File: src/rtl/fifo_ctrl_pkg.sv
// Shared types for the single-port FIFO access scheduler: controller states
// and the per-cycle grant encoding.
package fifo_ctrl_pkg;

    typedef enum logic {
        ST_RUN   = 1'b0,
        ST_FLUSH = 1'b1
    } state_t;

    typedef logic [1:0] gnt_t;

    localparam gnt_t GNT_NONE = 2'd0;
    localparam gnt_t GNT_RD   = 2'd1;
    localparam gnt_t GNT_WR0  = 2'd2;
    localparam gnt_t GNT_WR1  = 2'd3;

endpackage

File: src/rtl/fifo_wr_rr_arb.sv
// Two-way round-robin arbiter between the write requesters: the pointed-to
// requester wins if eligible, otherwise the other one; the winner loses priority.
module fifo_wr_rr_arb (
    input  logic [1:0] elig_i,
    input  logic       rr_ptr_i,
    output logic [1:0] win_o,
    output logic       next_ptr_o
);

    logic other;
    assign other = ~rr_ptr_i;

    always_comb begin
        win_o      = 2'b00;
        next_ptr_o = rr_ptr_i;
        if (elig_i[rr_ptr_i]) begin
            win_o[rr_ptr_i] = 1'b1;
            next_ptr_o      = other;
        end else if (elig_i[other]) begin
            win_o[other] = 1'b1;
            next_ptr_o   = rr_ptr_i;
        end
    end

endmodule

File: src/rtl/fifo_access_ctrl.sv
// Schedules one FIFO operation per cycle (read, write 0 or write 1), tracks
// occupancy to block overflow/underflow, and runs a one-cycle flush sequence.
module fifo_access_ctrl
    import fifo_ctrl_pkg::*;
#(
    parameter int DEPTH_LOG2   = 10,
    parameter int DATA_W       = 8,
    parameter int STARVE_LIMIT = 4
) (
    input  logic              clk,
    input  logic              reset,
    input  logic [1:0]        wr_req,
    input  logic [DATA_W-1:0] wr_data0,
    input  logic [DATA_W-1:0] wr_data1,
    output logic [1:0]        wr_ack,
    input  logic              rd_req,
    output logic              rd_ack,
    output logic [DATA_W-1:0] rd_data,
    input  logic              flush,
    output logic [DEPTH_LOG2:0] occupancy,
    output logic              full,
    output logic              empty,
    output logic              fifo_we,
    output logic              fifo_re,
    output logic              fifo_clr,
    output logic [DATA_W-1:0] fifo_din,
    input  logic [DATA_W-1:0] fifo_dout
);

    localparam int SW = $clog2(STARVE_LIMIT + 1);
    localparam logic [DEPTH_LOG2:0] DEPTH_V = (DEPTH_LOG2 + 1)'(1 << DEPTH_LOG2);
    localparam logic [SW-1:0]       LIMIT_V = SW'(STARVE_LIMIT);

    state_t              state_q;
    logic [DEPTH_LOG2:0] occ_q;
    logic [SW-1:0]       starve_q;
    logic                rr_q;

    logic       full_int, empty_int, rd_elig, any_wr, next_ptr, din_sel;
    logic [1:0] wr_elig, win;
    gnt_t       gnt;

    assign full_int  = (occ_q == DEPTH_V);
    assign empty_int = (occ_q == '0);
    assign rd_elig   = rd_req && !empty_int;
    assign wr_elig   = wr_req & {2{!full_int}};
    assign any_wr    = |wr_elig;

    fifo_wr_rr_arb u_arb (
        .elig_i     (wr_elig),
        .rr_ptr_i   (rr_q),
        .win_o      (win),
        .next_ptr_o (next_ptr)
    );

    // Reads win unless writers have been passed over STARVE_LIMIT times in a row.
    always_comb begin
        gnt = GNT_NONE;
        if (!reset && state_q == ST_RUN && !flush) begin
            if (rd_elig && (starve_q < LIMIT_V || !any_wr)) gnt = GNT_RD;
            else if (win == 2'b01)                          gnt = GNT_WR0;
            else if (win == 2'b10)                          gnt = GNT_WR1;
        end
    end

    assign rd_ack    = (gnt == GNT_RD);
    assign fifo_re   = rd_ack;
    assign wr_ack    = {gnt == GNT_WR1, gnt == GNT_WR0};
    assign fifo_we   = |wr_ack;
    assign din_sel   = (gnt == GNT_WR1) || (gnt != GNT_WR0 && rr_q);
    assign fifo_din  = din_sel ? wr_data1 : wr_data0;
    assign rd_data   = fifo_dout;
    assign fifo_clr  = reset || (state_q == ST_FLUSH);
    assign occupancy = reset ? '0 : occ_q;
    assign full      = !reset && full_int;
    assign empty     = reset || empty_int;

    always_ff @(posedge clk) begin
        if (reset) begin
            state_q  <= ST_RUN;
            occ_q    <= '0;
            starve_q <= '0;
            rr_q     <= 1'b0;
        end else begin
            case (state_q)
                ST_RUN: begin
                    if (flush) state_q <= ST_FLUSH;
                    if (fifo_re)      occ_q <= occ_q - 1'b1;
                    else if (fifo_we) occ_q <= occ_q + 1'b1;
                    if (fifo_we) rr_q <= next_ptr;
                    if (fifo_we || !any_wr)               starve_q <= '0;
                    else if (fifo_re && starve_q != '1)   starve_q <= starve_q + 1'b1;
                end
                ST_FLUSH: begin
                    state_q  <= ST_RUN;
                    occ_q    <= '0;
                    starve_q <= '0;
                end
                default: state_q <= ST_RUN;
            endcase
        end
    end

endmodule

File: config.mk
export PLATFORM = sky130hd
export DESIGN_NAME = fifo_access_ctrl
export DESIGN_NICKNAME = d
export VERILOG_FILES = /design/src/rtl/fifo_ctrl_pkg.sv /design/src/rtl/fifo_wr_rr_arb.sv /design/src/rtl/fifo_access_ctrl.sv
export SDC_FILE = /design/constraint.sdc
export NUM_CORES = 1
export LEC_CHECK = 0
export ABC_AREA = 1
export BUFFER_PORTS_ARGS = -buffer_cell sky130_fd_sc_hd__buf_2
export CAP_MARGIN = 20
export CORE_UTILIZATION = 35
export CTS_CLUSTER_SIZE = 14
export DETAILED_ROUTE_END_ITERATION = 16
export SETUP_SLACK_MARGIN = 0.2
export SYNTH_ARGS = -nofsm -noshare
export SYNTH_HDL_FRONTEND = slang
export SYNTH_SLANG_ARGS = --single-unit
File: constraint.sdc
create_clock -name clk -period 3.6 [get_ports clk]
set_input_delay 0.72 -clock clk [delete_from_list [all_inputs] [get_ports clk]]
set_output_delay 0.72 -clock clk [all_outputs]
set_load 0.02 [all_outputs]
# --- Word level (Yosys, flattened, before mapping) ---
# Cells that the tools add are included.
op_classes:
  magnitude_cmp: 5
  shifts: 0
  n_reduce_logical: 23
  div: 0
  mux: 24
  n_mul: 0
  eq_ne: 10
  bitwise: 3
  addsub: 3
op_table:
  columns: ["op", "n"]
  rows:
  - ["11-bit 2-to-1 mux", 3]
  - ["11-bit one-hot mux with 2 select lines", 1]
  - ["2-bit 2-to-1 mux", 6]
  - ["11-bit by 1-bit adder with 11-bit output (second input constant)", 1]
  - ["11-bit equality test (second input constant)", 1]
  - ["11-bit zero test", 1]
  - ["11-bit by 1-bit subtractor with 11-bit output (second input constant)", 1]
  - ["1-bit logical AND", 9]
  - ["8-bit 2-to-1 mux", 1]
  - ["1-bit 2-to-1 mux", 7]
  - ["2-bit equality test (second input constant)", 3]
  - ["3-bit 2-to-1 mux", 2]
  - ["3-bit != test (second input constant)", 2]
  - ["3-bit one-hot mux with 2 select lines", 1]
  - ["1-bit zero test", 5]
  - ["1-bit logical OR", 5]
  - ["2-bit by 1-bit equality test with 1-bit output (second input constant)", 2]
  - ["1-bit by 2-bit less-than comparator with 1-bit output (second input constant)", 2]
  - ["2-bit OR reduction", 2]
  - ["3-bit by 1-bit adder with 3-bit output (second input constant)", 1]
  - ["3-bit less-than comparator (second input constant)", 1]
  - ["3-bit by 1-bit != test with 1-bit output (second input constant)", 1]
  - ["3-bit AND reduction", 1]
  - ["2-bit AND", 1]
  - ["5 further kinds", 8]
word_totals:
  romBits: 0
  regBits: 16
  ramBits: 0
  inputBits: 30
  out_inout_bits: 35
  n_memories: 0
  latchBits: 0

# --- Depth between registers and ports, before layout ---
depth:
  ltp_word: 17
  depth_mapped: 21
  ltp_nobuf: 21

# --- Modules after synthesis ---
# From an unflattened synthesis, not the netlist that was laid out.
hier_totals:
  hier_cells: 244
  hier_area_um2: 1622.8
by_module_without_submodules:
  columns: ["mod", "area_per_inst_um2", "seq_area_each_um2", "cells_per_inst", "instances"]
  rows:
  - ["fifo_access_ctrl", 1584.0, 320.3, 234, 1]
  - ["fifo_wr_rr_arb", 38.8, 0.0, 10, 1]

# --- Least setup slack after synthesis ---
# OpenSTA, ideal clock, no wires.
synth_path:
  kind: "in2reg"
  start: "input port wr_req[0]"
  end: "register occ_q[7]"
  setup_slack_ns: 0.218
  t_arrival_ns: 3.313
  path_stages: 17
  required_time_ns: 3.531
  n_path_buf: 0
  path_cell_list: "a21boi_0 nand2_1 nand3_1 inv_1 ha_1 nor2_4 nand2_8 nand3_1 inv_1 ha_1 a21oi_1 o21ai_0 a21oi_1 nor2_1 o21ai_0 nand2_1 o21ai_1"
synth_between:
  elab_chain_len: 13
synth_lines:
  columns: ["element", "line_no", "rtl"]
  rows:
  - ["start: declaration", "fifo_access_ctrl.sv:12", "input logic [1:0] wr_req,"]
  - ["2-bit AND (*)", "fifo_access_ctrl.sv:46", "assign wr_elig = wr_req & {2{!full_int}};"]
  - ["1-bit 2-to-1 mux (implied by the code) (2 in a row)", "fifo_wr_rr_arb.sv:19", "end else if (elig_i[other]) begin"]
  - ["2-bit 2-to-1 mux", "fifo_wr_rr_arb.sv:19", null]
  - ["2-bit 2-to-1 mux", "fifo_wr_rr_arb.sv:16", "if (elig_i[rr_ptr_i]) begin"]
  - ["2-bit equality test", "fifo_access_ctrl.sv:62", "else if (win == 2'b10) gnt = GNT_WR1;"]
  - ["2-bit 2-to-1 mux", "fifo_access_ctrl.sv:62", null]
  - ["2-bit 2-to-1 mux", "fifo_access_ctrl.sv:61", "else if (win == 2'b01) gnt = GNT_WR0;"]
  - ["2-bit 2-to-1 mux (*)", "fifo_access_ctrl.sv:60", "if (rd_elig && (starve_q < LIMIT_V || !any_wr)) gnt = GNT_RD;"]
  - ["2-bit 2-to-1 mux (*)", "fifo_access_ctrl.sv:59", "if (!reset && state_q == ST_RUN && !flush) begin"]
  - ["2-bit by 1-bit equality test with 1-bit output (*)", "fifo_access_ctrl.sv:66", "assign rd_ack = (gnt == GNT_RD);"]
  - ["named net fifo_re", "fifo_access_ctrl.sv:24", "output logic fifo_re,"]
  - ["11-bit 2-to-1 mux", "fifo_access_ctrl.sv:88", "if (fifo_re) occ_q <= occ_q - 1'b1;"]
  - ["11-bit one-hot mux with 2 select lines", "fifo_access_ctrl.sv:85", "case (state_q)"]
  - ["end signal: assignment", "fifo_access_ctrl.sv:88", null]
  - ["end signal: assignment", "fifo_access_ctrl.sv:89", "else if (fifo_we) occ_q <= occ_q + 1'b1;"]
  - ["end: declaration", "fifo_access_ctrl.sv:35", "logic [DEPTH_LOG2:0] occ_q;"]
# Mark *: on every way through the listed nets, which the timed path passes. The rest lies on a longest branch. The select of a mux whose other input is x is not followed.
# A chain may end at the register's enable or synchronous reset.

# --- Final worst setup path ---
layout_path:
  start: "register occ_q[0]"
  end: "output port fifo_din[1]"
layout_between:
  elab_chain_len: 16
layout_lines:
  columns: ["element", "line_no", "rtl"]
  rows:
  - ["11-bit equality test", "fifo_access_ctrl.sv:43", "assign full_int = (occ_q == DEPTH_V);"]
  - ["1-bit zero test", "fifo_access_ctrl.sv:46", null]
  - ["2-bit AND", "fifo_access_ctrl.sv:46", null]
  - ["1-bit 2-to-1 mux (implied by the code) (2 in a row)", "fifo_wr_rr_arb.sv:19", null]
  - ["2-bit 2-to-1 mux", "fifo_wr_rr_arb.sv:19", null]
  - ["2-bit 2-to-1 mux", "fifo_wr_rr_arb.sv:16", null]
  - ["2-bit equality test", "fifo_access_ctrl.sv:62", null]
  - ["2-bit 2-to-1 mux", "fifo_access_ctrl.sv:62", null]
  - ["2-bit 2-to-1 mux", "fifo_access_ctrl.sv:61", null]
  - ["2-bit 2-to-1 mux (*)", "fifo_access_ctrl.sv:60", null]
  - ["2-bit 2-to-1 mux (*)", "fifo_access_ctrl.sv:59", null]
  - ["2-bit != test", "fifo_access_ctrl.sv:70", "assign din_sel = (gnt == GNT_WR1) || (gnt != GNT_WR0 && rr_q);"]
  - ["1-bit logical AND", "fifo_access_ctrl.sv:70", null]
  - ["1-bit logical OR (*)", "fifo_access_ctrl.sv:70", null]
  - ["8-bit 2-to-1 mux (*)", "fifo_access_ctrl.sv:71", "assign fifo_din = din_sel ? wr_data1 : wr_data0;"]
  - ["end: declaration", "fifo_access_ctrl.sv:26", "output logic [DATA_W-1:0] fifo_din,"]
# Mark *: on every way between the ends. The rest lies on a longest branch, timed or not. The select of a mux whose other input is x is not followed.

==> summary.txt <==
Clock tree
  • CTS max path bufs: 2
  • H-tree level count: 1
  • Post-CTS Hold Fix Bufs: 0
  • Worst-path clk slew: 0.07 ns
  • Clk root buf: clkbuf_8
  • Clk Latency, worst-skew pair: 0.26 ns
  • Clk sinks: 16
  • CTS tree: done
  • Num CTS Buffers: 3

Pwr
  • VDD IR max: 0.1789 mV
  • Tot Pwr: 0.5464 mW
  • PD cells: 286.4 nW/µm²
  • LEAKAGE: 0.9472 nW

Global routing
  • Vias in the first global route: 1332
  • Largest net degree at the start of global routing: 17
  • Initial antenna violation count: 0
  • Total grt overflow: 0
  • GR Util All Layers: 16.30%
  • Global-route wire length before repair: 5.706 mm

Synth
  • Synthesized area: 1530 µm²
  • Synth warn: 0
  • Adder-Cell Fraction of Synth Area: 11.12%
  • Compound-Gate Fraction of Synth Area: 19.87%
  • Yosys reg bits: 16
  • Post-synth cell types: 38
  • Largest family of logic cells by synthesized area: simple AND/OR/NAND/NOR gates
  • Synth Area in Simple Gates: 30.74%
  • Synthesized instance count: 229
  • Syn_nets: 272
  • Mux cell area share after synthesis: 0%
  • Seq/Total Area, Yosys: 20.93%
  • Synth Area in XOR/XNOR: 2.862%
  • Mean Syn Cell Area: 6.682 µm²

STA
  • Worst hold slack: 0.4697 ns
  • Final setup margin: 0.4195 ns
  • Final hold viol count: 0
  • Slew HR: 68.92%
  • Period utilization: 88.35%
  • RSZ-0062 raised after global routing: no
  • Final setup fails: 0
  • Fmax achieved: 314.4 MHz
  • Max Clock Skew: 0.004205 ns
  • Final Max Tran Viols: 0
  • Worst slew pin tran: 0.4657 ns
  • Setup TNS: 0 ns
  • Crit path time final: 3.181 ns

Run status
  • Status: finished, final reports clean

Die
  • DIE WIDTH: 68.12 µm
  • # rows: 23
  • Die area: 4640 µm²
  • Ports: 65
  • Core ar.: 4086 µm²
  • Die Ht: 68.12 µm
  • Initial Util: 37.45%

Cells and area
  • Most frequent cells in the layout: 47 x buf_2, 45 x nand2_1, 31 x inv_1, 25 x nor2_1, 14 x o21ai_0
  • Fraction of layout cells with a size suffix above 1: 31.77%
  • Non-Filler Instances: 327
  • Fin nets: 321
  • Area growth from synthesis to layout: 24.69%
  • # diodes: 0
  • Fill count: 445
  • Multi-input gate area: 1015 µm²
  • Most common cell after layout, fill and taps aside: buf_2
  • Sequential cell area: 326.6 µm²

Route
  • Total wire length: 3.568 mm
  • ANT nets after route: 0
  • DR vias: 1555
  • Via density: 4.755
  • DRC Markers: 0
  • Wire per inst: 10.91 µm
  • DRT iter0 DRCs: 50
  • TritonRoute pass-1 iters: 4

Worst hold path
  • Hold path depth: 1
  • Hold crit path type: reg -> reg
  • Worst Hold Launch: occ_q[0]$_SDFFE_PP0P_
  • WHS Endpoint: occ_q[0]$_SDFFE_PP0P_

Critical path
  • RR Startpoint: occ_q[0]$_SDFFE_PP0P_
  • Critical Path AT: 2.46 ns
  • Setup CP Type: reg -> out
  • Worst Path Max Fanout: 16
  • Setup crit end kind: output pin
  • FF-to-FF path depth: 19
  • Flop-to-flop setup slack: 0.64 ns
  • Startpoint Class: flop
  • Worst r2r dst: occ_q[6]$_SDFFE_PP0P_
  • WP data required: 2.88 ns

Placed design
  • Final GP Congestion: 0.7696
  • Detailed placement HPWL: 2.806 mm
  • Dpl ws: 0.08131 ns
  • Number of port buffers: 48
  • Placed insts: 321

Flow run
  • Max-Cap Viols: 0
[per-stage QoR]
stage / area, µm² / utilization (%)
finish: 1908 / 46.69
global route: 1908 / 46.69
CTS: 1866 / 45.65
detailed placement: 1790 / 43.82
global placement: 1790 / 43.82
floorplan: 1530 / -
[critical path, stage by stage, from the launching register on]
cell and delay, ns:
dfxtp_4 0.37, nor2_1 0.10, nand2_1 0.09, nor2_4 0.15, a21boi_2 0.08, nand2_1 0.06
nand3_1 0.06, inv_1 0.11, ha_4 0.22, nor2_4 0.13, nand2_8 0.05, buf_4 0.17
nor2_4 0.14, a21oi_4 0.05, buf_12 0.14, o21ai_1 0.11, buf_2 0.17
[cell usage after synthesis]
library cell	count	area share, %
a21boi_0	1	0.49
a21boi_1	1	0.49
a21o_1	2	0.98
a21oi_1	13	4.3
a21oi_2	1	0.57
a21oi_4	1	1.1
a221oi_1	1	0.57
a31oi_1	1	0.41
a31oi_2	1	0.82
buf_1	1	0.25
buf_2	1	0.33
buf_4	9	4.4
buf_6	1	0.74
dfxtp_1	16	21
fa_1	1	1.3
ha_1	12	9.8
inv_1	32	7.8
inv_2	2	0.49
inv_4	1	0.41
nand2_1	46	11
nand2_2	1	0.41
nand2_4	2	1.5
nand2_8	1	1.3
nand3_1	11	3.6
nand4_1	2	0.82
nor2_1	26	6.4
nor2_2	3	1.2
nor2_4	3	2.2
nor3_1	3	0.98
nor3_4	1	1.1
o2111ai_1	1	0.57
o211ai_2	1	0.82
o21ai_0	14	4.6
o21ai_1	8	2.6
o21ai_2	2	1.1
o31ai_1	1	0.49
xnor2_1	1	0.57
xor2_1	4	2.3
[layer usage]
metal | wire (µm) | part of all wire, % | vias up | track usage (%)
met1 | 1740 | 49 | 667 | 20.62
met5 | 0 | 0 | - | 0
met3 | 268 | 7.5 | 6 | 3.333
met2 | 1509 | 42 | 48 | 26.96
met4 | 50 | 1.4 | 0 | 5.990
li1 | - | - | 834 | -
[worst max path at each step]
stage | to | startpoint | slack [ns] | cells past startpoint
after global routing | fifo_din[0] | occ_q[0]$_SDFFE_PP0P_ | 0.24 | 16
final | fifo_din[1] | occ_q[0]$_SDFFE_PP0P_ | 0.42 | 16
after detailed placement | fifo_din[6] | wr_req[0] | 0.08 | 13
after floorplan | occ_q[7]$_SDFFE_PP0P_ | wr_req[0] | 0.22 | 17
after global placement | fifo_din[6] | wr_req[0] | 0.12 | 13
after CTS | fifo_din[0] | occ_q[3]$_SDFFE_PP0P_ | 0.23 | 16
[layout make-up]
cell class,instances,area share [%]
Multi-Input combinational cell,166,53.18
Inverter,35,7.016
Clock buffer,4,2.885
Sequential cell,16,17.11
Tap cell,50,3.279
Timing Repair Buffer,56,16.52
[state kept, by name, summed over array words and instances (netlist names)]
register and cells:
occ_q 11, state_q 1, rr_q 1, starve_q 3
[timing repair]
| item | 4_1_cts | 5_1_grt |
|---|---|---|
| setup endpoints to repair | 8 | 16 |
| resized for setup | 1 | 11 |
| pin swaps | 1 | 2 |
| gates cloned | 0 | 0 |
| buffers inserted | 1 | 1 |
[cell families (layout without fill, tap and decap cells)]
logic type | count (synthesis) | count (layout)
compound gates | 49 | 49
xor+xnor | 5 | 5
simple gates | 99 | 99
flops | 16 | 16
buf+inv | 47 | 95
fa+ha+maj | 13 | 13
[power by group]
part | total, mW | internal [mW] | switching [mW]
sequential | 0.187 | 0.182 | 0.00526
clock | 0.169 | 0.0973 | 0.0719
combinational | 0.190 | 0.0728 | 0.117
total | 0.546 | 0.352 | 0.194
(Power assumes the default switching activity.)
